File: src/rtl/bcd_operand_entry_if.sv
// Operand-entry bus: switch/button inputs toward the entry block and the
// registered operand set toward the adder/display stage.
// Optional backspace input is present only when BCD_ENTRY_BACKSPACE_EN is defined.
interface bcd_operand_entry_if;
  logic [3:0] DIGIT_IN;
  logic       OP_IN;
  logic       LOAD_N;
`ifdef BCD_ENTRY_BACKSPACE_EN
  logic       DEL_N;
`endif
  logic [3:0] A_TENS;
  logic [3:0] A_ONES;
  logic [3:0] B_TENS;
  logic [3:0] B_ONES;
  logic       OPERATOR;
  logic       OPERANDS_VALID;
  logic       START;
  logic       DIGIT_ERR;
  logic [2:0] ENTRY_STATE;

`ifdef BCD_ENTRY_BACKSPACE_EN
  modport master (
    output DIGIT_IN, OP_IN, LOAD_N, DEL_N,
    input  A_TENS, A_ONES, B_TENS, B_ONES, OPERATOR, OPERANDS_VALID,
           START, DIGIT_ERR, ENTRY_STATE
  );
  modport slave (
    input  DIGIT_IN, OP_IN, LOAD_N, DEL_N,
    output A_TENS, A_ONES, B_TENS, B_ONES, OPERATOR, OPERANDS_VALID,
           START, DIGIT_ERR, ENTRY_STATE
  );
`else
  modport master (
    output DIGIT_IN, OP_IN, LOAD_N,
    input  A_TENS, A_ONES, B_TENS, B_ONES, OPERATOR, OPERANDS_VALID,
           START, DIGIT_ERR, ENTRY_STATE
  );
  modport slave (
    input  DIGIT_IN, OP_IN, LOAD_N,
    output A_TENS, A_ONES, B_TENS, B_ONES, OPERATOR, OPERANDS_VALID,
           START, DIGIT_ERR, ENTRY_STATE
  );
`endif
endinterface

File: src/rtl/bcd_operand_entry.sv
// Keyed entry of two 2-digit BCD operands (A tens, A ones, B tens, B ones)
// plus operator, one digit per debounced button press.
// Optional feature macro: BCD_ENTRY_BACKSPACE_EN adds a DEL_N backspace button.

// Synchroniser + debouncer for an active-low button; one-cycle press event.
module bcd_entry_debounce #(
  parameter logic [15:0] DEBOUNCE_CYCLES = 16'd50000
) (
  input  logic clk_i,
  input  logic rst_n_i,
  input  logic raw_n_i,
  output logic press_evt_o
);
  localparam int unsigned CNT_W = 16;

  logic [1:0]       sync_q;
  logic             stable_q, stable_d;
  logic             stable_dly_q;
  logic [CNT_W-1:0] cnt_q, cnt_d;
  logic             evt_q;

  // Accept a new level only after it has differed for DEBOUNCE_CYCLES cycles.
  always_comb begin
    stable_d = stable_q;
    cnt_d    = '0;
    if (sync_q[1] != stable_q) begin
      if (cnt_q == DEBOUNCE_CYCLES - CNT_W'(1)) stable_d = sync_q[1];
      else                                      cnt_d    = cnt_q + CNT_W'(1);
    end
  end

  // Synchroniser, debounce state and registered falling-edge event.
  always_ff @(posedge clk_i or negedge rst_n_i) begin
    if (!rst_n_i) begin
      sync_q       <= 2'b11;
      stable_q     <= 1'b1;
      stable_dly_q <= 1'b1;
      cnt_q        <= '0;
      evt_q        <= 1'b0;
    end else begin
      sync_q       <= {sync_q[0], raw_n_i};
      stable_q     <= stable_d;
      stable_dly_q <= stable_q;
      cnt_q        <= cnt_d;
      evt_q        <= stable_dly_q & ~stable_q;
    end
  end

  assign press_evt_o = evt_q;
endmodule

module bcd_operand_entry #(
  parameter logic [15:0] DEBOUNCE_CYCLES = 16'd50000
) (
  input  logic                  CLOCK_50,
  input  logic                  RESET_N,
  bcd_operand_entry_if.slave    bus
);
  localparam int unsigned DIGIT_W = 4;

  typedef enum logic [2:0] {
    S_A_T   = 3'd0,
    S_A_O   = 3'd1,
    S_B_T   = 3'd2,
    S_B_O   = 3'd3,
    S_READY = 3'd4
  } state_e;

  state_e               state_q, state_d;
  logic [DIGIT_W-1:0]   a_tens_q, a_tens_d, a_ones_q, a_ones_d;
  logic [DIGIT_W-1:0]   b_tens_q, b_tens_d, b_ones_q, b_ones_d;
  logic                 op_q, op_d;
  logic                 valid_q, valid_d;
  logic                 start_q, start_d;
  logic                 err_q, err_d;
  logic [DIGIT_W-1:0]   digit_s1_q, digit_s2_q;
  logic                 op_s1_q, op_s2_q;
  logic                 load_evt;
  logic                 digit_ok;
  logic                 state_legal;

  bcd_entry_debounce #(.DEBOUNCE_CYCLES(DEBOUNCE_CYCLES)) u_load_db (
    .clk_i      (CLOCK_50),
    .rst_n_i    (RESET_N),
    .raw_n_i    (bus.LOAD_N),
    .press_evt_o(load_evt)
  );

`ifdef BCD_ENTRY_BACKSPACE_EN
  logic del_evt;

  bcd_entry_debounce #(.DEBOUNCE_CYCLES(DEBOUNCE_CYCLES)) u_del_db (
    .clk_i      (CLOCK_50),
    .rst_n_i    (RESET_N),
    .raw_n_i    (bus.DEL_N),
    .press_evt_o(del_evt)
  );
`endif

  assign digit_ok    = (digit_s2_q <= DIGIT_W'(9));
  assign state_legal = (state_q <= S_READY);

  // Next state and operand registers; load beats backspace in the same cycle.
  always_comb begin
    state_d  = state_q;
    a_tens_d = a_tens_q;
    a_ones_d = a_ones_q;
    b_tens_d = b_tens_q;
    b_ones_d = b_ones_q;
    op_d     = op_q;
    err_d    = 1'b0;
    if (!state_legal) begin
      state_d = S_A_T;
    end else if (load_evt) begin
      if (state_q == S_READY) begin
        a_tens_d = '0;
        a_ones_d = '0;
        b_tens_d = '0;
        b_ones_d = '0;
        op_d     = 1'b0;
        state_d  = S_A_T;
      end else if (!digit_ok) begin
        err_d = 1'b1;
      end else begin
        case (state_q)
          S_A_T:   begin a_tens_d = digit_s2_q; state_d = S_A_O; end
          S_A_O:   begin a_ones_d = digit_s2_q; state_d = S_B_T; end
          S_B_T:   begin b_tens_d = digit_s2_q; state_d = S_B_O; end
          S_B_O:   begin b_ones_d = digit_s2_q; op_d = op_s2_q; state_d = S_READY; end
          default: state_d = S_A_T;
        endcase
      end
    end
`ifdef BCD_ENTRY_BACKSPACE_EN
    else if (del_evt) begin
      case (state_q)
        S_A_O:   begin a_tens_d = '0; state_d = S_A_T; end
        S_B_T:   begin a_ones_d = '0; state_d = S_A_O; end
        S_B_O:   begin b_tens_d = '0; state_d = S_B_T; end
        S_READY: begin b_ones_d = '0; op_d = 1'b0; state_d = S_B_O; end
        default: state_d = state_q;
      endcase
    end
`endif
    valid_d = (state_d == S_READY);
    start_d = valid_d && (state_q != S_READY);
  end

  // State, operand and status registers plus switch synchronisers.
  always_ff @(posedge CLOCK_50 or negedge RESET_N) begin
    if (!RESET_N) begin
      state_q    <= S_A_T;
      a_tens_q   <= '0;
      a_ones_q   <= '0;
      b_tens_q   <= '0;
      b_ones_q   <= '0;
      op_q       <= 1'b0;
      valid_q    <= 1'b0;
      start_q    <= 1'b0;
      err_q      <= 1'b0;
      digit_s1_q <= '1;
      digit_s2_q <= '1;
      op_s1_q    <= 1'b1;
      op_s2_q    <= 1'b1;
    end else begin
      state_q    <= state_d;
      a_tens_q   <= a_tens_d;
      a_ones_q   <= a_ones_d;
      b_tens_q   <= b_tens_d;
      b_ones_q   <= b_ones_d;
      op_q       <= op_d;
      valid_q    <= valid_d;
      start_q    <= start_d;
      err_q      <= err_d;
      digit_s1_q <= bus.DIGIT_IN;
      digit_s2_q <= digit_s1_q;
      op_s1_q    <= bus.OP_IN;
      op_s2_q    <= op_s1_q;
    end
  end

  assign bus.A_TENS         = a_tens_q;
  assign bus.A_ONES         = a_ones_q;
  assign bus.B_TENS         = b_tens_q;
  assign bus.B_ONES         = b_ones_q;
  assign bus.OPERATOR       = op_q;
  assign bus.OPERANDS_VALID = valid_q;
  assign bus.START          = start_q;
  assign bus.DIGIT_ERR      = err_q;
  assign bus.ENTRY_STATE    = state_q;
endmodule

File: src/flat_wrapper.sv
// flat-port wrapper written by rule: the top's interface ports become plain ports
module bcd_operand_entry_flat 
#(
  parameter logic [15:0] DEBOUNCE_CYCLES = 16'd50000
)
  (CLOCK_50, RESET_N, bus_DIGIT_IN, bus_OP_IN, bus_LOAD_N, bus_A_TENS, bus_A_ONES, bus_B_TENS, bus_B_ONES, bus_OPERATOR, bus_OPERANDS_VALID, bus_START, bus_DIGIT_ERR, bus_ENTRY_STATE);
  bcd_operand_entry_if bus_i ();
  input  logic CLOCK_50;
  input  logic RESET_N;
  input wire logic [$bits(bus_i.DIGIT_IN)-1:0] bus_DIGIT_IN;
  input wire logic [$bits(bus_i.OP_IN)-1:0] bus_OP_IN;
  input wire logic [$bits(bus_i.LOAD_N)-1:0] bus_LOAD_N;
  output wire logic [$bits(bus_i.A_TENS)-1:0] bus_A_TENS;
  output wire logic [$bits(bus_i.A_ONES)-1:0] bus_A_ONES;
  output wire logic [$bits(bus_i.B_TENS)-1:0] bus_B_TENS;
  output wire logic [$bits(bus_i.B_ONES)-1:0] bus_B_ONES;
  output wire logic [$bits(bus_i.OPERATOR)-1:0] bus_OPERATOR;
  output wire logic [$bits(bus_i.OPERANDS_VALID)-1:0] bus_OPERANDS_VALID;
  output wire logic [$bits(bus_i.START)-1:0] bus_START;
  output wire logic [$bits(bus_i.DIGIT_ERR)-1:0] bus_DIGIT_ERR;
  output wire logic [$bits(bus_i.ENTRY_STATE)-1:0] bus_ENTRY_STATE;
  assign bus_i.DIGIT_IN = bus_DIGIT_IN;
  assign bus_i.OP_IN = bus_OP_IN;
  assign bus_i.LOAD_N = bus_LOAD_N;
  assign bus_A_TENS = bus_i.A_TENS;
  assign bus_A_ONES = bus_i.A_ONES;
  assign bus_B_TENS = bus_i.B_TENS;
  assign bus_B_ONES = bus_i.B_ONES;
  assign bus_OPERATOR = bus_i.OPERATOR;
  assign bus_OPERANDS_VALID = bus_i.OPERANDS_VALID;
  assign bus_START = bus_i.START;
  assign bus_DIGIT_ERR = bus_i.DIGIT_ERR;
  assign bus_ENTRY_STATE = bus_i.ENTRY_STATE;
  bcd_operand_entry #(.DEBOUNCE_CYCLES(DEBOUNCE_CYCLES)) u_core (.CLOCK_50(CLOCK_50), .RESET_N(RESET_N), .bus(bus_i));
endmodule
File: config.mk
export PLATFORM = sky130hd
export DESIGN_NAME = bcd_operand_entry_flat
export DESIGN_NICKNAME = d
export VERILOG_FILES = /design/src/rtl/bcd_operand_entry_if.sv /design/src/rtl/bcd_operand_entry.sv /design/src/flat_wrapper.sv
export SDC_FILE = /design/constraint.sdc
export NUM_CORES = 1
export LEC_CHECK = 0
export BUFFER_PORTS_ARGS = -buffer_cell sky130_fd_sc_hd__buf_2
export CORE_UTILIZATION = 56
export DETAILED_ROUTE_END_ITERATION = 7
export PLACE_DENSITY_LB_ADDON = 0.3
export SETUP_SLACK_MARGIN = 0.3
export SYNTH_ARGS = -nofsm -noshare
export SYNTH_HDL_FRONTEND = slang
export SYNTH_HIERARCHICAL = 1
export SYNTH_SLANG_ARGS = --single-unit
File: constraint.sdc
create_clock -name CLOCK_50 -period 1.8 [get_ports CLOCK_50]
set_input_delay 0.27 -clock CLOCK_50 [delete_from_list [all_inputs] [get_ports CLOCK_50]]
set_output_delay 0.27 -clock CLOCK_50 [all_outputs]
set_load 0.01 [all_outputs]
==> impl_table.tex, run 1 <==
\begin{tabular}{lr}
\hline
Metric & Value \\
\hline
\multicolumn{2}{l}{\textbf{Outcome}} \\
Result of the run & complete, no violations \\
\multicolumn{2}{l}{\textbf{Floorplan}} \\
Floorplan die height & 68.7 um \\
Floorplan Core Area & 4140 um\^{}2 \\
Die outline area & 4730 um\^{}2 \\
Initial cell density of the core & 60.2\% \\
Placement row count & 23 \\
Die extent in x & 68.7 um \\
Total I/O pin count & 31 \\
\multicolumn{2}{l}{\textbf{STA}} \\
Final hold violations & 0 \\
Slew Viols, Final & 0 \\
Setup TNS & 0 ps \\
Worst hold slack after final layout & 46.5 ps \\
Final critical path time including I/O delays and setup & 1490 ps \\
Setup repair after global routing missed its margin & yes \\
Worst Skew & 6.96 ps \\
Achievable frequency & 0.673 GHz \\
Share of the clock period used by the worst path & 82.6\% \\
Final setup fails & 0 \\
Worst slew pin tran & 472 ps \\
Normalized max-slew margin & 68.5\% \\
\multicolumn{2}{l}{\textbf{Global routing}} \\
Global Route Usage Sum & 25.2\% \\
Maximum number of pins on one net before global-route repair & 25 \\
First-pass GRT wire length & 8440 um \\
Initial antenna violation count & 0 \\
Total gr overflow & 0 \\
Number of global-route vias before repair & 1745 \\
\multicolumn{2}{l}{\textbf{Yosys}} \\
Number of flops mapped to enable cells by yosys & 0 \\
Sequential-to-total area share from yosys stat & 54.9\% \\
Cells after synthesis & 222 \\
Fraction of the mapped netlist area in compound gates & 11.8\% \\
Yosys warns & 6 \\
Mean instance size in the synthesized netlist & 11.2 um\^{}2 \\
Xor and xnor fraction of the mapped netlist area & 5.27\% \\
Yosys cell types & 45 \\
Most used standard cells in the synthesized netlist & sky130\_fd\_sc\_hd\_\_dfrtp\_1 (40), sky130\_fd\_sc\_hd\_\_nor2\_1 (17), sky130\_fd\_sc\_hd\_\_a21oi\_1 (14), sky130\_fd\_sc\_hd\_\_dfstp\_2 (14), sky130\_fd\_sc\_hd\_\_inv\_1 (14) \\
Synthesis-stage register bit count & 54 \\
Leading cell type by number of instances after synthesis & sky130\_fd\_sc\_hd\_\_dfrtp\_1 \\
Area share of the largest cell type after synthesis & 40.1\% \\
Combinational family with the most area after synthesis & simple AND/OR/NAND/NOR gates \\
Fraction of the mapped netlist area in adder cells & 0.502\% \\
Simple-gate area share of the yosys netlist & 22.5\% \\
Cell types with the largest area share after synthesis & sky130\_fd\_sc\_hd\_\_dfrtp\_1 (40\%), sky130\_fd\_sc\_hd\_\_dfstp\_2 (15\%), sky130\_fd\_sc\_hd\_\_xnor2\_1 (4.2\%) \\
Multiplexer fraction of the synthesized cell area & 0.451\% \\
Yosys top cell by area & sky130\_fd\_sc\_hd\_\_dfrtp\_1 \\
Number of nets in the synthesized netlist & 231 \\
Most frequently used flop master after synthesis & sky130\_fd\_sc\_hd\_\_dfrtp\_1 \\
Async SR Flop Fraction & 100\% \\
Cell area after synthesis & 2490 um\^{}2 \\
\multicolumn{2}{l}{\textbf{Finish}} \\
\# nets final & 274 \\
Total non-filler cell area in the finished layout & 2940 um\^{}2 \\
Area growth from synthesis to layout & 17.8\% \\
Antenna Diode Count & 0 \\
Non-Filler Instances & 316 \\
Share of layout cells above drive strength 1 & 34.2\% \\
\multicolumn{2}{l}{\textbf{Power}} \\
Total power draw & 2.16 mW \\
IR Drop Worst-Case VDD & 0.000660 V \\
Leakage power & 1.29 nW \\
PD cells & 735 nW/um\^{}2 \\
\multicolumn{2}{l}{\textbf{Drt}} \\
Post-detailed-route via-to-cell ratio & 6.05 \\
Routed wire length per instance & 17.4 um \\
Drt first-iter violations & 237 \\
\# DRC & 0 \\
Remaining antenna violation count after routing & 0 \\
Count of vias placed by the detailed router & 1912 \\
DR pass1 iterations & 4 \\
Total wire length after detailed routing & 5500 um \\
\multicolumn{2}{l}{\textbf{Clock tree}} \\
Total number of H-tree levels & 2 \\
Cell chosen for the clock root & sky130\_fd\_sc\_hd\_\_clkbuf\_8 \\
Number of buffers between clock root and the deepest sink & 2 \\
Clock Sink Count & 54 \\
Clk pin slew, worst setup/hold paths & 90 ps \\
Number of CTS-inserted buffers & 5 \\
CTS tree & yes \\
Source-to-sink clock delay at the later pin of the worst-skew pair & 310 ps \\
\multicolumn{2}{l}{\textbf{Hold path}} \\
Launch instance of the worst min-delay path & bus\_DIGIT\_IN[0] \\
Worst Hold Class & in -> reg \\
\multicolumn{2}{l}{\textbf{Setup path}} \\
Worst Path Max Fanout & 11 \\
Worst setup path startpoint & u\_core/bus.ENTRY\_STATE[1]\$\_DFF\_PN0\_ \\
Required arrival time at the worst endpoint & 1970 ps \\
Kind of end point of the critical path & register \\
Startpoint kind of the worst setup timing path & register \\
Data arrival, critical path & 1650 ps \\
Critical setup path kind & reg -> reg \\
Startpoint of the worst-slack reg-to-reg timing path & u\_core/bus.ENTRY\_STATE[1]\$\_DFF\_PN0\_ \\
\multicolumn{2}{l}{\textbf{Placement}} \\
Standard cell area after detailed placement & 2710 um\^{}2 \\
Cell count after placement & 300 \\
Count of input and output buffers & 30 \\
HPWL after detailed placement & 3540 um \\
Final Wtd Congestion & 0.896 \\
\multicolumn{2}{l}{\textbf{Run}} \\
Maximum capacitance violations & 0 \\
\hline
\end{tabular}
-- worst max-delay path, cell delays in order, from the launching register on --
cell and delay, ps:
sky130_fd_sc_hd__dfrtp_1 430, sky130_fd_sc_hd__buf_4 200, sky130_fd_sc_hd__or3b_2 500, sky130_fd_sc_hd__nand2_1 90, sky130_fd_sc_hd__o311ai_0 130
-- metal layers --
metal  track usage, %  up-vias  share of wire, %
li1                 -      890                 -
met1             33.4      934                45
met2             39.6       75                48
met3             5.26       13               5.1
met4             11.2        0               2.1
met5                0        -                 0
-- through the flow --
stage	util (%)	setup WS [ps]
2_1_floorplan	-	375
3_3_place_gp	65.3	281
3_5_place_dp	65.3	245
4_1_cts	69.3	305
5_1_grt	70.9	273
6_report	70.9	314
-- state kept, by name, indices dropped and copies added (netlist names), 2 cells and up --
signal and count:
u_core/digit_s1_q 4, u_core/bus.B_TENS 4, u_core/u_load_db/sync_q 2, u_core/u_load_db/cnt_q 16
u_core/digit_s2_q 4, u_core/bus.B_ONES 4, u_core/bus.ENTRY_STATE 3, u_core/bus.A_TENS 4
u_core/bus.A_ONES 4
-- logic make-up (layout without fill, tap and decap cells) --
kind of cell	count (synthesis)	count (layout)
DFF	54	54
muxes	1	1
adders and majority gates	1	1
and+or+nand+nor	88	89
xor gates and xnor gates	15	15
AOI/OAI and AO/OA	39	39
buffers and inverters	24	67
-- power by group --
| group | switching [mW] | internal [mW] |
|---|---|---|
| Sequential | 0.0193 | 1.24 |
| Combinational | 0.0616 | 0.0312 |
| Clock | 0.388 | 0.415 |
| Total | 0.469 | 1.69 |
-- final timing paths --
path	end	slack, ps	cells after the start
max	u_core/bus.A_TENS[1]$_DFFE_PN0P_	310	4
min	u_core/digit_s1_q[0]$_DFF_PN1_	50	1
max reg2reg	u_core/bus.A_TENS[1]$_DFFE_PN0P_	310	4
min reg2reg	u_core/digit_s2_q[3]$_DFF_PN1_	360	0
max in group asynchronous	u_core/op_s2_q$_DFF_PN1_	720	3
min in group asynchronous	u_core/bus.A_TENS[1]$_DFFE_PN0P_	440	2
-- layout by cell type (no fill, tap or decap), types with 2 or more instances in the layout --
cell type                   n
sky130_fd_sc_hd__dfrtp_1   39
sky130_fd_sc_hd__buf_2     30
sky130_fd_sc_hd__nor2_1    17
sky130_fd_sc_hd__inv_1     14
sky130_fd_sc_hd__a21oi_1   14
sky130_fd_sc_hd__dfstp_2   14
sky130_fd_sc_hd__buf_4     13
sky130_fd_sc_hd__xnor2_1   12
sky130_fd_sc_hd__nand3_1    9
sky130_fd_sc_hd__nand2_1    9
sky130_fd_sc_hd__nor3_1     7
sky130_fd_sc_hd__clkbuf_8   5
sky130_fd_sc_hd__a311o_1    5
sky130_fd_sc_hd__nor4_1     5
sky130_fd_sc_hd__o211ai_1   5
sky130_fd_sc_hd__nand4b_1   4
sky130_fd_sc_hd__a311oi_1   4
sky130_fd_sc_hd__nor4_2     4
sky130_fd_sc_hd__nor2b_1    3
sky130_fd_sc_hd__nor3b_1    3
sky130_fd_sc_hd__nand3b_1   3
sky130_fd_sc_hd__nor4b_2    3
sky130_fd_sc_hd__xor2_1     3
sky130_fd_sc_hd__nor2_2     3
sky130_fd_sc_hd__nand2_4    2
sky130_fd_sc_hd__nand2b_1   2
sky130_fd_sc_hd__a41o_1     2
sky130_fd_sc_hd__a31o_1     2
sky130_fd_sc_hd__a211o_1    2
sky130_fd_sc_hd__and3b_1    2
sky130_fd_sc_hd__o311ai_0   2
sky130_fd_sc_hd__nand4_1    2
-- cell type report --
| class | count | area, um^2 |
|---|---|---|
| Tap cell | 50 | 62.6 |
| Sequential cell | 54 | 1370 |
| Multi-Input combinational cell | 145 | 1070 |
| Clock inverter | 2 | 37.5 |
| Fill cell | 313 | 1210 |
| Clock buffer | 6 | 72.6 |
| Inverter | 14 | 52.6 |
| Timing Repair Buffer | 45 | 269 |
-- repair_timing --
action                     4_1_cts  5_1_grt
buffers inserted                 2        4
hold buffers                     1        0
cloned                           1        0
pin swaps                        2        0
resized for setup                6        7
hold endpoints to repair        11        0
setup endpoints to repair       17       28
(Power assumes the default switching activity.)
==> run 2, diff against run 1 <==
Settings changed: ABC_AREA set to 1, CORE_UTILIZATION 56 to 51.
Clock period 1.8 ns to 1.3 ns, I/O delays scaled along.
==> run 2 against run 1 <==
Net effect: the flow now finishes with violations (negative setup slack); flip-flop and latch count did not move; core utilization rose by 6.9 points; synthesized area fell by 0.35%; combinational power rose by 120%; synthesized cell count rose by 26%; power rose by 36%; register-to-register slack got worse by 350 ps; global-route usage rose by 0.65 points; routed wire length rose by 31%; die area rose by 9.1%; critical endpoint is now u_core/bus.B_TENS[0]$_DFFE_PN0P_; highest routed layer unchanged.
==> impl_table.tex, run 2 <==
\begin{tabular}{lr}
\hline
Metric & Value \\
\hline
\multicolumn{2}{l}{\textbf{Setup path}} \\
Required arrival time at the worst endpoint & 1540 ps (was 1970 ps) \\
Data arrival, critical path & 1580 ps (was 1650 ps) \\
Termination of the worst setup path & u\_core/bus.B\_TENS[0]\$\_DFFE\_PN0P\_ (was u\_core/bus.A\_TENS[1]\$\_DFFE\_PN0P\_) \\
Longest individual stage delay on the worst path & 470 ps (was 500 ps) \\
Worst reg2reg path endpoint & u\_core/bus.B\_TENS[0]\$\_DFFE\_PN0P\_ (was u\_core/bus.A\_TENS[1]\$\_DFFE\_PN0P\_) \\
Worst setup path startpoint & u\_core/bus.ENTRY\_STATE[1]\$\_DFF\_PN0\_ (unchanged) \\
Critical setup path kind & reg -> reg (unchanged) \\
Startpoint of the worst-slack reg-to-reg timing path & u\_core/bus.ENTRY\_STATE[1]\$\_DFF\_PN0\_ (unchanged) \\
Number of cells traversed by the worst register-to-register path & 7 (was 4) \\
Cells along the critical path & inv\_2, nand2\_4, nand2\_1, nand3\_2, nor2\_4, nand2\_1, nand2\_1 (was buf\_4, or3b\_2, nand2\_1, o311ai\_0) \\
Startpoint kind of the worst setup timing path & register (unchanged) \\
Worst setup slack for register-to-register paths & -40 ps (was 310 ps) \\
Slowest cell on the critical path & sky130\_fd\_sc\_hd\_\_dfrtp\_2 (was sky130\_fd\_sc\_hd\_\_or3b\_2) \\
Kind of end point of the critical path & register (unchanged) \\
Worst Path Max Fanout & 5 (was 11) \\
Most numerous cell on the critical path & sky130\_fd\_sc\_hd\_\_nand2\_1 \\
\multicolumn{2}{l}{\textbf{Yosys}} \\
Combinational family with the most area after synthesis & simple AND/OR/NAND/NOR gates (unchanged) \\
Xor and xnor fraction of the mapped netlist area & 2.06\% (was 5.27\%) \\
Cell area after synthesis & 2490 um\^{}2 (about the same) \\
Most frequently used flop master after synthesis & sky130\_fd\_sc\_hd\_\_dfrtp\_1 (unchanged) \\
Fraction of the mapped netlist area in compound gates & 3.07\% (was 11.8\%) \\
Most used standard cells in the synthesized netlist & sky130\_fd\_sc\_hd\_\_nand2\_1 (84), sky130\_fd\_sc\_hd\_\_nor2\_1 (42), sky130\_fd\_sc\_hd\_\_dfrtp\_1 (40) (was sky130\_fd\_sc\_hd\_\_dfrtp\_1 (40), sky130\_fd\_sc\_hd\_\_nor2\_1 (17), sky130\_fd\_sc\_hd\_\_a21oi\_1 (14), sky130\_fd\_sc\_hd\_\_dfstp\_2 (14), sky130\_fd\_sc\_hd\_\_inv\_1 (14)) \\
Leading cell type by number of instances after synthesis & sky130\_fd\_sc\_hd\_\_nand2\_1 (was sky130\_fd\_sc\_hd\_\_dfrtp\_1) \\
Cell types with the largest area share after synthesis & sky130\_fd\_sc\_hd\_\_dfrtp\_1 (40\%), sky130\_fd\_sc\_hd\_\_dfstp\_2 (15\%), sky130\_fd\_sc\_hd\_\_nand2\_1 (13\%) (was sky130\_fd\_sc\_hd\_\_dfrtp\_1 (40\%), sky130\_fd\_sc\_hd\_\_dfstp\_2 (15\%), sky130\_fd\_sc\_hd\_\_xnor2\_1 (4.2\%)) \\
Async SR Flop Fraction & 100\% (unchanged) \\
Multiplexer fraction of the synthesized cell area & 0\% (was 0.451\%) \\
Number of flops mapped to enable cells by yosys & 0 (unchanged) \\
Area share of the largest cell type after synthesis & 40.3\% (was 40.1\%) \\
Yosys top cell by area & sky130\_fd\_sc\_hd\_\_dfrtp\_1 (unchanged) \\
Number of nets in the synthesized netlist & 289 (was 231) \\
Cells after synthesis & 280 (was 222) \\
Mean instance size in the synthesized netlist & 8.88 um\^{}2 (was 11.2 um\^{}2) \\
Yosys cell types & 30 (was 45) \\
Sequential-to-total area share from yosys stat & 55.1\% (was 54.9\%) \\
Simple-gate area share of the yosys netlist & 34.9\% (was 22.5\%) \\
Yosys warns & 6 (unchanged) \\
Synthesis-stage register bit count & 54 (unchanged) \\
Fraction of the mapped netlist area in adder cells & 0.503\% (was 0.502\%) \\
\multicolumn{2}{l}{\textbf{Floorplan}} \\
Floorplan Core Area & 4690 um\^{}2 (was 4140 um\^{}2) \\
Total I/O pin count & 31 (unchanged) \\
Die outline area & 5160 um\^{}2 (was 4730 um\^{}2) \\
Die extent in x & 71.8 um (was 68.7 um) \\
Initial cell density of the core & 53.0\% (was 60.2\%) \\
Placement row count & 25 (was 23) \\
Floorplan die height & 71.8 um (was 68.7 um) \\
\multicolumn{2}{l}{\textbf{Finish}} \\
Largest Register & u\_core/u\_load\_db/cnt\_q (unchanged) \\
Commonest non-fill, non-tap cells in the layout & sky130\_fd\_sc\_hd\_\_nand2\_1 (70), sky130\_fd\_sc\_hd\_\_buf\_4 (57), sky130\_fd\_sc\_hd\_\_dfrtp\_1 (36) (was sky130\_fd\_sc\_hd\_\_dfrtp\_1 (39), sky130\_fd\_sc\_hd\_\_buf\_2 (30), sky130\_fd\_sc\_hd\_\_nor2\_1 (17)) \\
Total non-filler cell area in the finished layout & 3650 um\^{}2 (was 2940 um\^{}2) \\
Area growth from synthesis to layout & 46.9\% (was 17.8\%) \\
Commonest non-fill, non-tap cell in the layout & sky130\_fd\_sc\_hd\_\_nand2\_1 (was sky130\_fd\_sc\_hd\_\_dfrtp\_1) \\
\# nets final & 394 (was 274) \\
Layout fillers & 281 (was 313) \\
Antenna Diode Count & 0 (unchanged) \\
Largest register FFs & 16 (unchanged) \\
Share of layout cells above drive strength 1 & 50.3\% (was 34.2\%) \\
\multicolumn{2}{l}{\textbf{Global routing}} \\
Total gr overflow & 0 (unchanged) \\
Initial antenna violation count & 0 (unchanged) \\
Global Route Usage Sum & 25.8\% (was 25.2\%) \\
Maximum number of pins on one net before global-route repair & 55 (was 25) \\
Number of global-route vias before repair & 2198 (was 1745) \\
First-pass GRT wire length & 10100 um (was 8440 um) \\
\multicolumn{2}{l}{\textbf{Clock tree}} \\
Source-to-sink clock delay at the later pin of the worst-skew pair & 310 ps (about the same) \\
Number of buffers between clock root and the deepest sink & 2 (unchanged) \\
Total number of H-tree levels & 2 (unchanged) \\
Cell chosen for the clock root & sky130\_fd\_sc\_hd\_\_clkbuf\_8 (unchanged) \\
Clock Sink Count & 54 (unchanged) \\
Number of CTS-inserted buffers & 5 (unchanged) \\
CTS tree & yes (unchanged) \\
Clk pin slew, worst setup/hold paths & 100 ps (was 90 ps) \\
\multicolumn{2}{l}{\textbf{Hold path}} \\
Worst Hold Class & reg -> reg (was in -> reg) \\
Worst Hold Path Cells & 0 (was 1) \\
\multicolumn{2}{l}{\textbf{Drt}} \\
\# DRC & 0 (unchanged) \\
DR pass1 iterations & 5 (was 4) \\
Routed wire length per instance & 16.4 um (was 17.4 um) \\
Drt first-iter violations & 216 (was 237) \\
Post-detailed-route via-to-cell ratio & 5.29 (was 6.05) \\
Count of vias placed by the detailed router & 2328 (was 1912) \\
Remaining antenna violation count after routing & 0 (unchanged) \\
Total wire length after detailed routing & 7210 um (was 5500 um) \\
\multicolumn{2}{l}{\textbf{STA}} \\
Achievable frequency & 0.747 GHz (was 0.673 GHz) \\
Setup TNS & -296 ps (was 0 ps) \\
Minimum setup slack in the final design & -38.1 ps (was 314 ps) \\
Normalized max-slew margin & 79.3\% (was 68.5\%) \\
Final hold violations & 0 (unchanged) \\
Slew Viols, Final & 0 (unchanged) \\
Setup repair after global routing missed its margin & yes (unchanged) \\
Share of the clock period used by the worst path & 103\% (was 82.6\%) \\
Worst Skew & 11.1 ps (was 6.96 ps) \\
Final setup fails & 15 (was 0) \\
Final critical path time including I/O delays and setup & 1340 ps (was 1490 ps) \\
Worst slew pin tran & 311 ps (was 472 ps) \\
\multicolumn{2}{l}{\textbf{Placement}} \\
Final Wtd Congestion & 0.975 (was 0.896) \\
Standard cell area after detailed placement & 2880 um\^{}2 (was 2710 um\^{}2) \\
Count of input and output buffers & 30 (unchanged) \\
HPWL after detailed placement & 3710 um (was 3540 um) \\
\multicolumn{2}{l}{\textbf{Run}} \\
Maximum capacitance violations & 0 (unchanged) \\
\multicolumn{2}{l}{\textbf{Power}} \\
IR Drop Worst-Case VDD & 0.000662 V (was 0.000660 V) \\
PD cells & 801 nW/um\^{}2 (was 735 nW/um\^{}2) \\
Leakage power & 1.87 nW (was 1.29 nW) \\
\multicolumn{2}{l}{\textbf{Outcome}} \\
Failing checks & negative setup slack \\
Result of the run & complete, but fails checks (was complete, no violations) \\
\hline
\end{tabular}
[run 2: cell types whose count changed after synthesis, sizes merged, moves of 6 or more]
cell and delta:
nand2 +82, a21oi -10, inv +14, nor3 -6, nor2 +31, nor4 -9, nand3 +12, xnor2 -11
buf -7
[run 2: final cells by class]
class                   instances  area (um^2)  area share [%]
clock inverters                 3         25.0           0.685
inverters                      28          113            3.08
multi-input cells             198         1280            35.1
flip-flops and latches         54         1370            37.6
repair buffers                 98          721            19.7
well taps                      54         67.6            1.85
clock buffers                   5         68.8            1.88
[run 2: where the power goes]
part / internal (mW) / total (mW) / switching [mW] / leakage [nW]
Sequential: 1.72 / 1.74 / 0.0227 / 0.697
Combinational: 0.0867 / 0.202 / 0.115 / 1.13
Clock: 0.390 / 0.979 / 0.588 / 0.0447
[run 2: worst max-delay path: cells and delay by family (launching register included)]
family                 cells  cell delay, ps
buffers and inverters      1             120
DFF                        1             470
and+or+nand+nor            6             680
[run 2: kinds of logic (layout without fill, tap and decap cells)]
kind of cell    after synthesis  count (layout)
fa+ha+maj                     1               1
simple gates                178             179
buf+inv                      29             134
flops                        54              54
compound gates               13              13
xor+xnor                      5               5
[run 2: how the worst min path moves through the flow]
stage | to | start
detailed placement | u_core/bus.OPERANDS_VALID$_DFF_PN0_ | RESET_N
CTS | u_core/digit_s2_q[0]$_DFF_PN1_ | u_core/digit_s1_q[0]$_DFF_PN1_
global route | u_core/digit_s2_q[3]$_DFF_PN1_ | u_core/digit_s1_q[3]$_DFF_PN1_
floorplan | u_core/bus.A_ONES[0]$_DFFE_PN0P_ | RESET_N
finish | u_core/digit_s2_q[0]$_DFF_PN1_ | u_core/digit_s1_q[0]$_DFF_PN1_
global placement | u_core/bus.OPERANDS_VALID$_DFF_PN0_ | RESET_N
[run 2: metrics by stage]
stage | power (mW) | util, % | hold WS (ps) | setup slack (ps) | instances
final | 2.92 | 77.8 | 360 | -38.1 | 440
after global routing | 3.02 | 77.8 | 363 | -90.1 | 440
after CTS | 2.92 | 72.7 | 361 | 37.2 | 426
after detailed placement | 1.91 | 61.4 | 210 | -15.2 | 376
after global placement | 1.90 | 61.4 | 208 | 14.8 | 376
after floorplan | 1.83 | - | -101 | 37.0 | 280
[run 2: metal layers]
metal	track usage (%)	part of all wire, %
met1	33.2	41
met2	44.7	52
met3	3.52	5.0
met4	9.37	2.2
met5	0	0
[run 2: what timing repair did]
action / in CTS / in global routing
hold buffers: 7 / 0
setup buffers: 34 / 14
hold endpoints to repair: 46 / 0
gates resized for setup: 30 / 34
pin swaps: 14 / 15
gates cloned: 1 / 0
endpoints found under the setup margin: 62 / 63
==> run 3, diff against run 2 <==
Settings changed: PLACE_DENSITY set to 0.79, PLACE_DENSITY_LB_ADDON 0.3 to not set.
==> run 3 against run 2 <==
Net effect: the flow still finishes with violations (negative setup slack); clock skew rose by 1.1 ps; register-to-register slack about the same; fmax rose by 0.46%; final cell count decreased by 2.7%; hold slack barely moved; global-route usage fell by 2.0 points; highest routed layer unchanged; sequential power about the same; sequential share of layout area up 0.57 points; first-iteration DRC count decreased by 42%; via count is 3.6% lower.
==> impl_table.tex, run 3 (synthesis results as in run 2) <==
\begin{tabular}{lr}
\hline
Metric & Value \\
\hline
\multicolumn{2}{l}{\textbf{Setup path}} \\
Worst Path Max Fanout & 5 (unchanged) \\
Startpoint kind of the worst setup timing path & register (unchanged) \\
Worst path bufs/invs & 2 (was 1) \\
Most numerous cell on the critical path & sky130\_fd\_sc\_hd\_\_nand2\_1 (unchanged) \\
Slowest cell on the critical path & sky130\_fd\_sc\_hd\_\_dfrtp\_2 (unchanged) \\
Largest delay share family, worst path & simple AND/OR/NAND/NOR gates (unchanged) \\
Data arrival, critical path & 1590 ps (was 1580 ps) \\
Longest individual stage delay on the worst path & 470 ps (about the same) \\
Critical setup path kind & reg -> reg (unchanged) \\
Cells along the critical path & inv\_2, buf\_4, nand2\_1, nand2\_1, nand3\_2, nor2\_4, nand2\_1, nand2\_1 (was inv\_2, nand2\_4, nand2\_1, nand3\_2, nor2\_4, nand2\_1, nand2\_1) \\
Kind of end point of the critical path & register (unchanged) \\
Required arrival time at the worst endpoint & 1560 ps (was 1540 ps) \\
\multicolumn{2}{l}{\textbf{STA}} \\
Minimum setup slack in the final design & -31.9 ps (was -38.1 ps) \\
Normalized max-slew margin & 78.5\% (was 79.3\%) \\
Achievable frequency & 0.751 GHz (was 0.747 GHz) \\
Worst slew pin tran & 321 ps (was 311 ps) \\
Final setup fails & 2 (was 15) \\
Share of the clock period used by the worst path & 102\% (was 103\%) \\
Slew Viols, Final & 0 (unchanged) \\
Setup TNS & -32.5 ps (was -296 ps) \\
Final critical path time including I/O delays and setup & 1330 ps (was 1340 ps) \\
Setup repair after global routing missed its margin & yes (unchanged) \\
Worst hold slack after final layout & 360 ps (about the same) \\
Worst Skew & 12.2 ps (was 11.1 ps) \\
Final hold violations & 0 (unchanged) \\
\multicolumn{2}{l}{\textbf{Global routing}} \\
Maximum number of pins on one net before global-route repair & 55 (unchanged) \\
Number of global-route vias before repair & 2086 (was 2198) \\
Initial antenna violation count & 0 (unchanged) \\
Global-route met1 utilization & 26.9\% (was 33.2\%) \\
Met3 global-route usage & 4.50\% (was 3.52\%) \\
Total gr overflow & 0 (unchanged) \\
Met2 demand-to-capacity share in global routing & 45.5\% (was 44.7\%) \\
Highest-utilization routing layer at the global route stage & met2 (unchanged) \\
Global Route Usage Sum & 23.8\% (was 25.8\%) \\
First-pass GRT wire length & 9380 um (was 10100 um) \\
\multicolumn{2}{l}{\textbf{Floorplan}} \\
Initial cell density of the core & 53.0\% (unchanged) \\
Floorplan die height & 71.8 um (unchanged) \\
Placement row count & 25 (unchanged) \\
Die extent in x & 71.8 um (unchanged) \\
Total I/O pin count & 31 (unchanged) \\
Floorplan Core Area & 4690 um\^{}2 (unchanged) \\
Die outline area & 5160 um\^{}2 (unchanged) \\
\multicolumn{2}{l}{\textbf{Placement}} \\
Standard cell area after detailed placement & 2880 um\^{}2 (about the same) \\
HPWL after detailed placement & 3550 um (was 3710 um) \\
Count of input and output buffers & 30 (unchanged) \\
Final Wtd Congestion & 0.922 (was 0.975) \\
Worst Setup Slack post-DPL & -43.0 ps (was -15.2 ps) \\
Cell count after placement & 375 (was 376) \\
\multicolumn{2}{l}{\textbf{Finish}} \\
Antenna Diode Count & 0 (unchanged) \\
Commonest non-fill, non-tap cells in the layout & sky130\_fd\_sc\_hd\_\_nand2\_1 (72), sky130\_fd\_sc\_hd\_\_buf\_4 (44), sky130\_fd\_sc\_hd\_\_dfrtp\_1 (37) (was sky130\_fd\_sc\_hd\_\_nand2\_1 (70), sky130\_fd\_sc\_hd\_\_buf\_4 (57), sky130\_fd\_sc\_hd\_\_dfrtp\_1 (36)) \\
Share of layout cells above drive strength 1 & 47.6\% (was 50.3\%) \\
Area growth from synthesis to layout & 44.5\% (was 46.9\%) \\
Post-layout util & 76.6\% (was 77.8\%) \\
Largest register FFs & 16 (unchanged) \\
Commonest non-fill, non-tap cell in the layout & sky130\_fd\_sc\_hd\_\_nand2\_1 (unchanged) \\
Non-Filler Instances & 428 (was 440) \\
Layout fillers & 299 (was 281) \\
Total non-filler cell area in the finished layout & 3590 um\^{}2 (was 3650 um\^{}2) \\
\# nets final & 382 (was 394) \\
Largest Register & u\_core/u\_load\_db/cnt\_q (unchanged) \\
\multicolumn{2}{l}{\textbf{Clock tree}} \\
Source-to-sink clock delay at the later pin of the worst-skew pair & 320 ps (was 310 ps) \\
Number of buffers between clock root and the deepest sink & 2 (unchanged) \\
CTS tree & yes (unchanged) \\
Clk pin slew, worst setup/hold paths & 110 ps (was 100 ps) \\
Number of CTS-inserted buffers & 5 (unchanged) \\
Clock Sink Count & 54 (unchanged) \\
Cell chosen for the clock root & sky130\_fd\_sc\_hd\_\_clkbuf\_8 (unchanged) \\
Total number of H-tree levels & 2 (unchanged) \\
\multicolumn{2}{l}{\textbf{Power}} \\
IR Drop Worst-Case VDD & 0.000546 V (was 0.000662 V) \\
PD cells & 864 nW/um\^{}2 (was 801 nW/um\^{}2) \\
Total power draw & 3.10 mW (was 2.92 mW) \\
Leakage power & 1.84 nW (was 1.87 nW) \\
\multicolumn{2}{l}{\textbf{Outcome}} \\
Failing checks & negative setup slack (unchanged) \\
Result of the run & complete, but fails checks (unchanged) \\
\multicolumn{2}{l}{\textbf{Run}} \\
Maximum capacitance violations & 0 (unchanged) \\
\multicolumn{2}{l}{\textbf{Drt}} \\
Total wire length after detailed routing & 6200 um (was 7210 um) \\
Post-detailed-route via-to-cell ratio & 5.24 (was 5.29) \\
DR pass1 iterations & 4 (was 5) \\
Drt first-iter violations & 126 (was 216) \\
Count of vias placed by the detailed router & 2244 (was 2328) \\
Remaining antenna violation count after routing & 0 (unchanged) \\
\# DRC & 0 (unchanged) \\
Routed wire length per instance & 14.5 um (was 16.4 um) \\
\multicolumn{2}{l}{\textbf{Hold path}} \\
Worst Hold Class & reg -> reg (unchanged) \\
\hline
\end{tabular}
[run 3: changes by cell type in the layout (fill, tap and decap cells not counted), sizes merged]
cell	before	now
bufinv	0	1
buf	91	80
nor2	52	51
clkinvlp	1	0
[run 3: layer usage]
layer	part of all wire, %	vias up	wire (um)
met5	0	-	0
met3	3.7	18	229
met4	2.9	0	182
met1	39	1090	2390
met2	55	67	3400
li1	-	1069	-
[run 3: where the power goes]
| part | switching, mW | total (mW) | internal, mW |
|---|---|---|---|
| sequential | 0.0224 | 1.74 | 1.72 |
| clock | 0.575 | 1.16 | 0.584 |
| combinational | 0.114 | 0.201 | 0.0871 |
| total | 0.712 | 3.10 | 2.39 |
[run 3: final cells by class]
type	instances	area (um^2)	share of cell area (%)
timing repair buffer	87	639	17.8
tap	54	67.6	1.88
clock buffer	5	68.8	1.92
multi-input combinational	197	1290	35.8
sequential	54	1370	38.2
inverter	28	110	3.06
clock inverter	3	47.5	1.32
[run 3: path summary, 6_finish.rpt]
| kind | slack, ps | to | startpoint | cells after the start |
|---|---|---|---|---|
| hold reg to reg | 360 | u_core/digit_s2_q[1]$_DFF_PN1_ | u_core/digit_s1_q[1]$_DFF_PN1_ | 0 |
| hold / removal | 360 | u_core/digit_s2_q[1]$_DFF_PN1_ | u_core/digit_s1_q[1]$_DFF_PN1_ | 0 |
| min in group asynchronous | 380 | u_core/bus.A_TENS[1]$_DFFE_PN0P_ | RESET_N | 3 |
| setup reg to reg | -30 | u_core/bus.A_ONES[3]$_DFFE_PN0P_ | u_core/bus.ENTRY_STATE[1]$_DFF_PN0_ | 8 |
| max in group asynchronous | 610 | u_core/u_load_db/sync_q[0]$_DFF_PN1_ | RESET_N | 3 |
| setup / recovery | -30 | u_core/bus.A_ONES[3]$_DFFE_PN0P_ | u_core/bus.ENTRY_STATE[1]$_DFF_PN0_ | 8 |
[run 3: what timing repair did]
action                                 CTS  global route
buffers inserted                        23            15
endpoints found under the hold margin   46             0
hold buffers                             7             0
pin swaps                               32            17
gates resized for setup                 29            33
setup endpoints to repair               62            63
[run 3: worst register-to-register path, cell delays in order, from the launching register on]
cell                      delay, ps
sky130_fd_sc_hd__dfrtp_2        470
sky130_fd_sc_hd__inv_2          110
sky130_fd_sc_hd__buf_4          130
sky130_fd_sc_hd__nand2_1         60
sky130_fd_sc_hd__nand2_1        100
sky130_fd_sc_hd__nand3_2        100
sky130_fd_sc_hd__nor2_4         140
sky130_fd_sc_hd__nand2_1        100
sky130_fd_sc_hd__nand2_1         90
